## src/rtl/uart_tx_fifo.sv

```systemverilog
`default_nettype none
// ============================================================================
//  Module      : uart_tx_fifo
//  Description : UART transmitter with a small input FIFO. Serialises
//                DATA_BITS-wide words LSB first with optional odd/even parity
//                and one or two stop bits. Queued words leave back-to-back.
//  Revision    : 1.0 - initial release
// ============================================================================
module uart_tx_fifo #(
    parameter int CLKS_PER_BIT = 87,
    parameter int DATA_BITS    = 8,
    parameter int PARITY       = 0,
    parameter int STOP_BITS    = 1,
    parameter int FIFO_DEPTH   = 4
) (
    input  logic                            i_Clock,
    input  logic                            i_Reset,
    input  logic                            i_Tx_DV,
    input  logic [DATA_BITS-1:0]            i_Tx_Data,
    output logic                            o_Tx_Ready,
    output logic [$clog2(FIFO_DEPTH):0]     o_Fifo_Count,
    output logic                            o_Tx_Active,
    output logic                            o_Tx_Serial,
    output logic                            o_Tx_Done
);

    localparam int c_CNT_W  = $clog2(CLKS_PER_BIT);
    localparam int c_IDX_W  = $clog2(DATA_BITS);
    localparam int c_AW     = $clog2(FIFO_DEPTH);
    localparam int c_CW     = c_AW + 1;

    localparam logic [c_CNT_W-1:0] c_CLK_LAST  = c_CNT_W'(CLKS_PER_BIT - 1);
    localparam logic [c_IDX_W-1:0] c_IDX_LAST  = c_IDX_W'(DATA_BITS - 1);
    localparam logic               c_STOP_LAST = 1'(STOP_BITS - 1);
    localparam logic [c_CW-1:0]    c_FULL      = c_CW'(FIFO_DEPTH);

    localparam logic [2:0] c_IDLE   = 3'd0;
    localparam logic [2:0] c_START  = 3'd1;
    localparam logic [2:0] c_DATA   = 3'd2;
    localparam logic [2:0] c_PARITY = 3'd3;
    localparam logic [2:0] c_STOP   = 3'd4;

    // FIFO storage and bookkeeping
    logic [DATA_BITS-1:0] r_mem [FIFO_DEPTH];
    logic [c_AW-1:0]      r_wr_ptr;
    logic [c_AW-1:0]      r_rd_ptr;
    logic [c_CW-1:0]      r_count;

    // Transmit engine
    logic [2:0]           r_state;
    logic [c_CNT_W-1:0]   r_clk_cnt;
    logic [c_IDX_W-1:0]   r_bit_idx;
    logic                 r_stop_cnt;
    logic [DATA_BITS-1:0] r_shift;
    logic                 r_par;
    logic                 r_serial;
    logic                 r_active;
    logic                 r_done;

    logic                 w_full;
    logic                 w_push;
    logic                 w_last_stop;
    logic                 w_pop;
    logic [DATA_BITS-1:0] w_head;
    logic                 w_par;

    // Full is judged on the registered count only, so a same-cycle pop
    // never re-opens the FIFO until the following cycle.
    assign w_full      = (r_count == c_FULL);
    assign w_push      = i_Tx_DV && !w_full;
    assign w_last_stop = (r_state == c_STOP) && (r_clk_cnt == c_CLK_LAST) &&
                         (r_stop_cnt == c_STOP_LAST);
    assign w_pop       = ((r_state == c_IDLE) || w_last_stop) && (r_count != '0);
    assign w_head      = r_mem[r_rd_ptr];
    // Odd parity is the complement of the XOR reduction, even is the reduction itself.
    assign w_par       = (PARITY == 1) ? ~(^w_head) : (^w_head);

    // FIFO payload write (storage needs no reset; pointers qualify contents)
    always_ff @(posedge i_Clock) begin
        if (w_push) begin
            r_mem[r_wr_ptr] <= i_Tx_Data;
        end
    end

    // FIFO pointers and occupancy; simultaneous push and pop leave count unchanged
    always_ff @(posedge i_Clock) begin
        if (i_Reset) begin
            r_wr_ptr <= '0;
            r_rd_ptr <= '0;
            r_count  <= '0;
        end else begin
            if (w_push) r_wr_ptr <= r_wr_ptr + 1'b1;
            if (w_pop)  r_rd_ptr <= r_rd_ptr + 1'b1;
            case ({w_push, w_pop})
                2'b10:   r_count <= r_count + 1'b1;
                2'b01:   r_count <= r_count - 1'b1;
                default: r_count <= r_count;
            endcase
        end
    end

    // Frame sequencer with registered line, active and done outputs
    always_ff @(posedge i_Clock) begin
        if (i_Reset) begin
            r_state    <= c_IDLE;
            r_clk_cnt  <= '0;
            r_bit_idx  <= '0;
            r_stop_cnt <= 1'b0;
            r_shift    <= '0;
            r_par      <= 1'b0;
            r_serial   <= 1'b1;
            r_active   <= 1'b0;
            r_done     <= 1'b0;
        end else begin
            r_done <= 1'b0;
            case (r_state)
                c_IDLE: begin
                    r_serial  <= 1'b1;
                    r_clk_cnt <= '0;
                    if (w_pop) begin
                        r_state  <= c_START;
                        r_serial <= 1'b0;
                        r_active <= 1'b1;
                        r_shift  <= w_head;
                        r_par    <= w_par;
                    end
                end
                c_START: begin
                    if (r_clk_cnt == c_CLK_LAST) begin
                        r_clk_cnt <= '0;
                        r_bit_idx <= '0;
                        r_serial  <= r_shift[0];
                        r_state   <= c_DATA;
                    end else begin
                        r_clk_cnt <= r_clk_cnt + 1'b1;
                    end
                end
                c_DATA: begin
                    if (r_clk_cnt == c_CLK_LAST) begin
                        r_clk_cnt <= '0;
                        if (r_bit_idx == c_IDX_LAST) begin
                            r_bit_idx <= '0;
                            if (PARITY != 0) begin
                                r_serial <= r_par;
                                r_state  <= c_PARITY;
                            end else begin
                                r_serial   <= 1'b1;
                                r_stop_cnt <= 1'b0;
                                r_state    <= c_STOP;
                            end
                        end else begin
                            r_bit_idx <= r_bit_idx + 1'b1;
                            r_shift   <= r_shift >> 1;
                            r_serial  <= r_shift[1];
                        end
                    end else begin
                        r_clk_cnt <= r_clk_cnt + 1'b1;
                    end
                end
                c_PARITY: begin
                    if (r_clk_cnt == c_CLK_LAST) begin
                        r_clk_cnt  <= '0;
                        r_serial   <= 1'b1;
                        r_stop_cnt <= 1'b0;
                        r_state    <= c_STOP;
                    end else begin
                        r_clk_cnt <= r_clk_cnt + 1'b1;
                    end
                end
                c_STOP: begin
                    if (r_clk_cnt == c_CLK_LAST) begin
                        r_clk_cnt <= '0;
                        if (r_stop_cnt == c_STOP_LAST) begin
                            r_stop_cnt <= 1'b0;
                            r_done     <= 1'b1;
                            // Chain straight into the next start bit when words are queued.
                            if (w_pop) begin
                                r_state  <= c_START;
                                r_serial <= 1'b0;
                                r_shift  <= w_head;
                                r_par    <= w_par;
                            end else begin
                                r_state  <= c_IDLE;
                                r_serial <= 1'b1;
                                r_active <= 1'b0;
                            end
                        end else begin
                            r_stop_cnt <= r_stop_cnt + 1'b1;
                        end
                    end else begin
                        r_clk_cnt <= r_clk_cnt + 1'b1;
                    end
                end
                default: begin
                    r_state   <= c_IDLE;
                    r_clk_cnt <= '0;
                    r_serial  <= 1'b1;
                    r_active  <= 1'b0;
                end
            endcase
        end
    end

    assign o_Tx_Ready   = !w_full;
    assign o_Fifo_Count = r_count;
    assign o_Tx_Active  = r_active;
    assign o_Tx_Serial  = r_serial;
    assign o_Tx_Done    = r_done;

endmodule
`default_nettype wire

```

## config.mk

```make
export PLATFORM = sky130hd
export DESIGN_NAME = uart_tx_fifo
export DESIGN_NICKNAME = d
export VERILOG_FILES = /design/src/rtl/uart_tx_fifo.sv
export SDC_FILE = /design/constraint.sdc
export NUM_CORES = 1
export LEC_CHECK = 0
export ABC_AREA = 1
export CAP_MARGIN = 20
export CORE_MARGIN = 5
export CORE_UTILIZATION = 56
export CTS_CLUSTER_SIZE = 10
export DETAILED_ROUTE_END_ITERATION = 10
export PLACE_DENSITY_LB_ADDON = 0.08
export SLEW_MARGIN = 5
export SYNTH_ARGS = -nofsm -noshare
export SYNTH_HDL_FRONTEND = slang
export SYNTH_SLANG_ARGS = --single-unit
```

## constraint.sdc

```tcl
create_clock -name i_Clock -period 5.1 [get_ports i_Clock]
set_clock_uncertainty 0.1 [all_clocks]
set_input_delay 1.02 -clock i_Clock [delete_from_list [all_inputs] [get_ports i_Clock]]
set_output_delay 1.02 -clock i_Clock [all_outputs]
set_load 0.03 [all_outputs]
```

Word level (Yosys, flattened, before mapping)
Memory sizes are Yosys's and may differ from the RTL's. A register that Yosys moved wholly into a read port is not among the register bits.
Cells that the tools add are included.
{"block": "word_totals", "register_bits": 32, "mem_bits_rw": 32, "in_bits": 11, "word_cells": 108, "mem_count": 1}
{"name": "r_mem", "words": 4, "width": 8, "rd": 1, "rd_clocked_by_memory_dff": 1, "write_ports": 1, "line": "44", "text": "logic [DATA_BITS-1:0] r_mem [FIFO_DEPTH];"}
{"block": "classes", "n_addsub": 7, "n_eq_ne": 18, "mux": 44, "bitwise": 5, "reduce_logical": 22}
{"operator": "$mux 8", "count": 5}
{"operator": "$mux 3", "count": 10}
{"operator": "$pmux 8 s3", "count": 1}
{"operator": "$mux 1", "count": 20}
{"operator": "$reduce_and 5->1", "count": 4}
{"operator": "$ne 2x2->1 const B", "count": 8}
{"operator": "$pmux 3 s5", "count": 1}
{"operator": "$pmux 3 s2", "count": 2}
{"operator": "$eq 3x3->1 const B", "count": 3}
{"operator": "$reduce_bool 3->1", "count": 3}
{"operator": "$reduce_or 3->1", "count": 3}
{"operator": "$add 7x1->7 const B", "count": 1}
{"operator": "$eq 7x7->1 const B", "count": 1}
{"operator": "$reduce_and 7->1", "count": 1}
{"operator": "$add 3x1->3 const B", "count": 2}
{"operator": "$eq 3x2->1 const B", "count": 2}
{"operator": "$pmux 1 s3", "count": 2}
{"operator": "$not 1->1", "count": 5}
{"operator": "$pmux 1 s5", "count": 1}
{"operator": "$add 2x1->2 const B", "count": 2}
{"operator": "$logic_and 1x1->1", "count": 4}
{"operator": "$mux 2", "count": 2}
{"operator": "$reduce_bool 2->1", "count": 2}
{"operator": "$reduce_or 4->1", "count": 1}
{"operator": "10 further kinds", "count": 10}

Depth between registers and ports, before layout
Gate-level depths: netlist of run 1.
{"block": "depth", "ltp_word": 9, "mapped_depth": 13}

Worst setup path after synthesis of run 1
Ideal clock, no wire load.
{"block": "synth_path", "path_kind": "input to register", "from": "in i_Tx_DV", "to": "reg r_count[2], in the netlist o_Fifo_Count[2]", "setup_ns": 0.122, "t_arrival_ns": 2.191, "setup_slack_ns": 2.687, "stages": 8, "path_buffers": 0, "path_cell_list": "nand2_1 > ha_1 > inv_1 > fa_1 > a21oi_1 > o21ai_0 > o21ai_0 > a21oi_1"}
{"block": "synth_between", "elab_chain_len": 3, "elab_cells_between_ends": 5}
{"element": "start: declaration", "line": "18", "text": "input logic i_Tx_DV,"}
{"element": "$logic_and 1x1->1 (*)", "line": "70", "text": "assign w_push = i_Tx_DV && !w_full;"}
{"element": "$eq 2x1->1 or $eq 2x2->1 (tied branches)", "line": "94", "text": "case ({w_push, w_pop})"}
{"element": "$pmux 3 s2 or $reduce_bool 2->1 (tied branches)"}
{"element": "end signal: assignment", "line": "95", "text": "2'b10: r_count <= r_count + 1'b1;"}
{"element": "end signal: assignment", "line": "96", "text": "2'b01: r_count <= r_count - 1'b1;"}
{"element": "end signal: assignment", "line": "97", "text": "default: r_count <= r_count;"}
{"element": "end: declaration", "line": "47", "text": "logic [c_CW-1:0] r_count;"}
Every way passes the cells marked *; elsewhere a longest branch is shown, timed or not.
A chain may end at the register's enable or synchronous reset.

Final worst setup path of run 1
{"block": "layout_path", "from": "reg r_count[1], in the netlist o_Fifo_Count[1]", "to": "out o_Tx_Ready"}
{"block": "layout_between", "elab_chain_len": 2}
{"element": "$eq 3x3->1", "line": "69", "text": "assign w_full = (r_count == c_FULL);"}
{"element": "$logic_not 1->1", "line": "204", "text": "assign o_Tx_Ready = !w_full;"}
{"element": "end: declaration", "line": "20", "text": "output logic o_Tx_Ready,"}
No other way between the ends.

==> run summary, run 1 <==
Largest family of logic cells by synthesized area - simple AND/OR/NAND/NOR gates
Share of the yosys chip area belonging to registers - 57.22%
Number of instances resized during post-cts repair - 0
Cell Chain, Critical Path - inv_1 > nand3_1 > clkdlybuf4s50_1
Vias in the first global route - 1992
GR Overflow Total - 0
1st-iter DRT viols - 87
Category of the worst setup path capture point - output port
Half-perimeter wire length after placement - 3549 um
Overall power of the completed layout - 0.001737 W
Leading cell type in the layout, fill and taps excluded - sky130_fd_sc_hd__nand2_1
Compound-gate portion of the synthesized area - 7.329%
DR WL/cell - 12.69 um
Deepest clock path buffer count - 2
Max-Cap Viols - 0
Final weighted congestion in routability-driven placement - 0.8041
Unrepaired setup endpoints after global routing - no
Post-route design area - 0.003269 mm2
Clock latency on the worst-skew pair - 0.34 ns
Multiplexer fraction of the synthesized cell area - 0%
Number of nets produced by synthesis - 336
Period utilization - 53.61%
Num ports - 18
Number of antenna violations at the first check in global routing - 0
Number of cells on the critical path - 3
Post-synthesis area per instance - 8.997 um2
Area share of xor/xnor cells in the synthesized design - 0.9272%
Clock root buffer - sky130_fd_sc_hd__clkbuf_8
Count of mapped cells out of synthesis - 315
Instance count along the most critical hold path - 1
Minimum clock period - 2.734 ns
Floorplan Core Area - 0.004817 mm2
Effective utilization at floorplan - 58.83%
Slowest stage cell, crit path - sky130_fd_sc_hd__clkdlybuf4s50_1
Site Rows - 25
Leakage power total - 1.318 nW
Clock Pin Slew Worst Setup and Hold Paths - 0.07 ns
Die H - 81.14 um
Number of buffers and inverters on the critical path - 2
CTS Buf Count - 9
Setup-violating endpoint count in the final report - 0
Largest net degree at the start of global routing - 18
Count of unresolved DRC violations after routing - 0
DR vias - 2055
Final non-filler cell total - 408
Fill cell total of the finished layout - 413
Post-Synth Adder-Cell Area - 4.680%
Main area contributors after synthesis - sky130_fd_sc_hd__edfxtp_1 34%, sky130_fd_sc_hd__dfxtp_1 23%, sky130_fd_sc_hd__nand2_1 10%
Top Family by Delay on Critical Path - buffers and inverters
Average via count per standard cell - 5.037
#FFs+latches synth - 65
Run status - completed
CP Data Arrival Time - 1.61 ns
N_diodes - 0
Worst R2R Path Depth - 13
Placed Instance Area - 0.003060 mm2
Signed area change from the synthesized netlist to the final layout - 15.36%
Number of pins exceeding their max-slew limit in the final report - 0
Worst Setup Start Kind - register
Power per Cell Area - 531.2 mW/mm2
Area of the die - 0.006584 mm2
Worst path required time - 3.98 ns
Post-synth cell types - 26
First-pass DRT Iterations - 4
Fmax - 365.8 MHz
H-Tree Level Count - 3
Total number of yosys warnings - 0
Count of hold-fix buffers inserted at cts - 0
Area share of the largest cell type after synthesis - 33.91%
Start-to-end type of the worst setup path - register to output port
Setup repair bufs after CTS - 0
Final Routed Wirelength - 5177 um
Worst Path Max Fanout - 3
Hold Vio Cnt, Final - 0
Hold WC Path Type - register to register
Slew headroom - 50.17%
Largest stage delay on the critical path - 0.68 ns
Sum of negative setup slack - 0 ns
Simple-gate portion of the synthesized area - 24.77%
Peak supply drop - 328.3 uV
Most used cells in the layout excluding fill and tap cells - 76 x sky130_fd_sc_hd__nand2_1, 37 x sky130_fd_sc_hd__nand3_1, 36 x sky130_fd_sc_hd__nor2_1
Slew at the pin closest to its max-slew limit - 0.7448 ns
Number of clock sinks - 65
Final layout net count - 357
Number of cells in the design after placement - 392
Netlist area before placement - 0.002834 mm2
CTS tree - done
Most area-hungry cell type in the Yosys netlist - sky130_fd_sc_hd__edfxtp_1
Port bufs - 17
Wire length of the first global-routing pass - 9108 um
Share of final-layout standard cells stronger than drive strength 1 - 7.038%
Die outline width - 81.14 um
Total routing usage reported by global routing - 18.74%
Antenna violation net count after detailed routing - 0
## flip-flops by register name (all words and copies together), names as in the netlist, named ones only
| name | cells |
|---|---|
| r_state | 3 |
| o_Fifo_Count | 3 |
| r_rd_ptr | 2 |
| r_bit_idx | 3 |
| o_Tx_Active | 1 |
| r_clk_cnt | 7 |
| o_Tx_Serial | 1 |
| o_Tx_Done | 1 |
| r_shift | 8 |
| r_wr_ptr | 2 |
| r_mem | 32 |
## final cells by class
class                   count  area, um2  area share (%)
inverters                  31      116.4           3.559
multi-input cells         212       1069           32.68
clock buffers              11      173.9           5.320
clock inverters             5      35.03           1.072
flip-flops and latches     65       1622           49.60
repair buffers             17      170.2           5.205
well taps                  67      83.83           2.564
## cells in the mapped netlist, drive strengths merged
master and n:
nand2 78, nor2 38, nand3 37, dfxtp 33, edfxtp 32, inv 31, a21oi 22, o21ai 14
ha 9, clkbuf 6, xor2 3, nand4 2, nor3 2, nor3b 2, a31oi 1, buf 1
fa 1, nand3b 1, o211a 1, o21a 1
## cells by family (layout without fill, tap and decap cells)
logic type / Yosys count / in the layout
buffers and inverters: 38 / 64
AND/OR/NAND/NOR: 160 / 160
flip-flops: 65 / 65
XOR/XNOR: 3 / 3
adder cells (fa/ha/maj): 10 / 10
AO/OA/AOI/OAI: 39 / 39
## stage by stage
step           hold slack, ns  utilization, %  worst slack, ns
2_1_floorplan          0.3300               -            2.687
4_1_cts                0.3699           67.87            2.338
3_5_place_dp           0.3526           63.53            2.145
5_1_grt                0.3833           67.87            2.073
6_report               0.3647           67.87            2.366
3_3_place_gp           0.3427           63.53            2.208
## final timing paths
check	startpoint	end	slack, ns
worst max-delay path	o_Fifo_Count[1]$_SDFFE_PP0P_	o_Tx_Ready	2.37
worst min-delay path	r_clk_cnt[0]$_SDFF_PP0_	r_clk_cnt[0]$_SDFF_PP0_	0.36
worst max register to register	r_clk_cnt[0]$_SDFF_PP0_	o_Fifo_Count[2]$_SDFFE_PP0P_	2.37
worst min register to register	r_clk_cnt[0]$_SDFF_PP0_	r_clk_cnt[0]$_SDFF_PP0_	0.36
## per-layer routing
layer / track usage (%) / part of all wire, % / vias up
met5: 0 / 0 / -
met4: 8.615 / 0.52 / 0
met3: 5.432 / 4.9 / 2
met2: 29.72 / 49 / 46
met1: 23.70 / 46 / 921
li1: - / - / 1086
## where the power goes
| part | leakage, nW | internal (W) | switching, W | total [W] |
|---|---|---|---|---|
| sequential | 0.564 | 0.000639 | 0.0000623 | 0.000701 |
| clock | 0.106 | 0.000235 | 0.000196 | 0.000431 |
| combinational | 0.648 | 0.000206 | 0.000399 | 0.000605 |
(Power assumes the default switching activity.)
==> run 2: changes to the inputs <==
Settings changed: CORE_UTILIZATION 56 to 52.
Clock period 5.1 ns to 2.39 ns, I/O delays scaled along.
==> run 2 against run 1 <==
Setup slack lost 2.2 ns. Sequential share of layout area is 1.4 points lower. Design area increased by 2.9%.
==> run summary, run 2 (same netlist as run 1, synthesis figures left out) <==
Run status - completed (unchanged)
Worst Hold Path EP - o_Tx_Active$_SDFFE_PP0P_ (was r_clk_cnt[0]$_SDFF_PP0_)
Number of antenna violations at the first check in global routing - 0 (unchanged)
Port bufs - 17 (unchanged)
DR WL/cell - 12.46 um (was 12.69 um)
Register area - 0.001623 mm2 (was 0.001622 mm2)
N_diodes - 0 (unchanged)
Worst Path Max Fanout - 3 (unchanged)
Overall power of the completed layout - 0.003811 W (was 0.001737 W)
Final Routed Wirelength - 5258 um (was 5177 um)
Average via count per standard cell - 5.019 (was 5.037)
CTS Buf Count - 9 (unchanged)
Hold WC Path Type - register to register (unchanged)
Slowest stage cell, crit path - sky130_fd_sc_hd__fa_2 (was sky130_fd_sc_hd__clkdlybuf4s50_1)
Total routing usage reported by global routing - 16.53% (was 18.74%)
Instance count along the most critical hold path - 1 (unchanged)
Setup-violating endpoint count in the final report - 0 (unchanged)
Vias in the first global route - 2014 (was 1992)
Largest net degree at the start of global routing - 17 (was 18)
Antenna violation net count after detailed routing - 0 (unchanged)
Hold Vio Cnt, Final - 0 (unchanged)
Clock root buffer - sky130_fd_sc_hd__clkbuf_8 (unchanged)
CP Data Arrival Time - 2.34 ns (was 1.61 ns)
Half-perimeter wire length after placement - 3625 um (was 3549 um)
Crit Reg-Reg Startpoint - r_clk_cnt[0]$_SDFF_PP0_ (unchanged)
Cell Chain, Critical Path - inv_1 > ha_1 > nand3_1 > nor2_4 > nand2_2 > a21oi_2 > ha_1 > inv_1 > fa_2 > a21oi_2 > o21ai_1 > o21ai_1 > a21oi_1 (was inv_1 > nand3_1 > clkdlybuf4s50_1)
Regs by FF count - r_mem x32, r_shift x8, r_clk_cnt x7 (unchanged)
Top Family by Delay on Critical Path - adder cells (was buffers and inverters)
Power per Cell Area - 1133 mW/mm2 (was 531.2 mW/mm2)
Number of cells in the design after placement - 406 (was 392)
Share of final-layout standard cells stronger than drive strength 1 - 11.65% (was 7.038%)
Worst hold start - o_Tx_Active$_SDFFE_PP0P_ (was r_clk_cnt[0]$_SDFF_PP0_)
Final weighted congestion in routability-driven placement - 0.8287 (was 0.8041)
Worst R2R Path Depth - 13 (unchanged)
Floorplan Core Area - 0.005205 mm2 (was 0.004817 mm2)
Largest stage delay on the critical path - 0.36 ns (was 0.68 ns)
1st-iter DRT viols - 119 (was 87)
Wire length of the first global-routing pass - 9177 um (was 9108 um)
Max-Cap Viols - 0 (unchanged)
Final non-filler cell total - 422 (was 408)
Unrepaired setup endpoints after global routing - no (unchanged)
Smallest hold slack - 0.3708 ns (was 0.3647 ns)
DR vias - 2118 (was 2055)
Category of the worst setup path capture point - register (was output port)
Fmax - 453.9 MHz
Worst Setup Start Kind - register (unchanged)
Area of combinational cells with multiple inputs - 0.001084 mm2 (was 0.001069 mm2)
Number of pins exceeding their max-slew limit in the final report - 0 (unchanged)
Worst path required time - 2.53 ns (was 3.98 ns)
Count of unresolved DRC violations after routing - 0 (unchanged)
GR Overflow Total - 0 (unchanged)
Top reg by flops - r_mem (unchanged)
Slew headroom - 65.36% (was 50.17%)
Leakage power total - 1.371 nW (was 1.318 nW)
Clock Pin Slew Worst Setup and Hold Paths - 0.08 ns (was 0.07 ns)
Sum of negative setup slack - 0 ns (unchanged)
Clock latency on the worst-skew pair - 0.34 ns (about the same)
Setup repair bufs after CTS - 0 (unchanged)
Number of flip-flops under the largest register name - 32 (unchanged)
Final layout net count - 368 (was 357)
Number of buffers and inverters on the critical path - 2 (unchanged)
Num ports - 18 (unchanged)
H-Tree Level Count - 3 (unchanged)
Most used cells in the layout excluding fill and tap cells - 75 x sky130_fd_sc_hd__nand2_1, 37 x sky130_fd_sc_hd__nand3_1, 35 x sky130_fd_sc_hd__nor2_1 (was 76 x sky130_fd_sc_hd__nand2_1, 37 x sky130_fd_sc_hd__nand3_1, 36 x sky130_fd_sc_hd__nor2_1)
Effective utilization at floorplan - 54.45% (was 58.83%)
Worst-case register-to-register setup slack - 0.19 ns (was 2.37 ns)
Fill cell total of the finished layout - 436 (was 413)
Area of the die - 0.007027 mm2 (was 0.006584 mm2)
Slew at the pin closest to its max-slew limit - 0.5190 ns (was 0.7448 ns)
Minimum clock period - 2.203 ns
Period utilization - 92.18%
CTS tree - done (unchanged)
Deepest clock path buffer count - 2 (unchanged)
Final core utilization - 64.64% (was 67.87%)
First-pass DRT Iterations - 4 (unchanged)
Site Rows - 26 (was 25)
Start-to-end type of the worst setup path - register to register (was register to output port)
Die H - 83.83 um (was 81.14 um)
Number of clock sinks - 65 (unchanged)
Critical register-to-register path endpoint - o_Fifo_Count[2]$_SDFFE_PP0P_ (unchanged)
Signed area change from the synthesized netlist to the final layout - 18.72% (was 15.36%)
Leading cell type in the layout, fill and taps excluded - sky130_fd_sc_hd__nand2_1 (unchanged)
Die outline width - 83.83 um (was 81.14 um)
Peak supply drop - 892.3 uV (was 328.3 uV)
## run 2: layer usage
| layer | global-route usage (%) | wire length, um |
|---|---|---|
| met2 | 25.96 | 2463 |
| met3 | 6.022 | 243 |
| met1 | 20.87 | 2496 |
| met4 | 6.140 | 55 |
| met5 | 0 | 0 |
## run 2: repair_timing
item                                    CTS  global route
endpoints found under the setup margin    0             1
resized for setup                         0             8
hold buffers                              0             0
## run 2: stage by stage
| stage | worst slack (ns) | instance area (um2) |
|---|---|---|
| after floorplan | 0.01075 | 2834 |
| after global placement | 0.1423 | 3147 |
| after detailed placement | 0.03720 | 3147 |
| after CTS | 0.02946 | 3348 |
| after global routing | 0.009693 | 3364 |
| final | 0.1869 | 3364 |
## run 2: how the worst max path moves through the flow
stage | from | to | slack (ns) | cells after the start
5_1_grt | r_clk_cnt[0]$_SDFF_PP0_ | o_Fifo_Count[2]$_SDFFE_PP0P_ | 0.01 | 13
6_report | r_clk_cnt[0]$_SDFF_PP0_ | o_Fifo_Count[2]$_SDFFE_PP0P_ | 0.19 | 13
3_5_place_dp | r_clk_cnt[1]$_SDFF_PP0_ | o_Fifo_Count[2]$_SDFFE_PP0P_ | 0.04 | 12
3_3_place_gp | r_clk_cnt[1]$_SDFF_PP0_ | o_Fifo_Count[2]$_SDFFE_PP0P_ | 0.14 | 12
2_1_floorplan | o_Fifo_Count[0]$_SDFFE_PP0P_ | o_Fifo_Count[2]$_SDFFE_PP0P_ | 0.01 | 10
4_1_cts | r_clk_cnt[1]$_SDFF_PP0_ | o_Fifo_Count[2]$_SDFFE_PP0P_ | 0.03 | 12
## run 2: area by class of cell
class,instances,area share (%)
flip-flops and latches,65,48.23
multi-input cells,212,32.21
repair buffers,28,7.512
clock buffers,9,3.682
inverters,31,3.459
well taps,70,2.603
clock inverters,7,2.306
## run 2: power breakdown
part           switching (W)  leakage, nW  internal, W
clock               0.000442        0.100     0.000490
combinational       0.000911        0.707     0.000507
sequential         0.0000999        0.564      0.00136
## run 2: worst register-to-register path, delay by kind of cell (launching register included)
kind | cells | cell delay, ns
compound gates | 5 | 0.56
fa+ha+maj | 3 | 0.66
simple gates | 3 | 0.34
buf+inv | 2 | 0.13
flops | 1 | 0.31
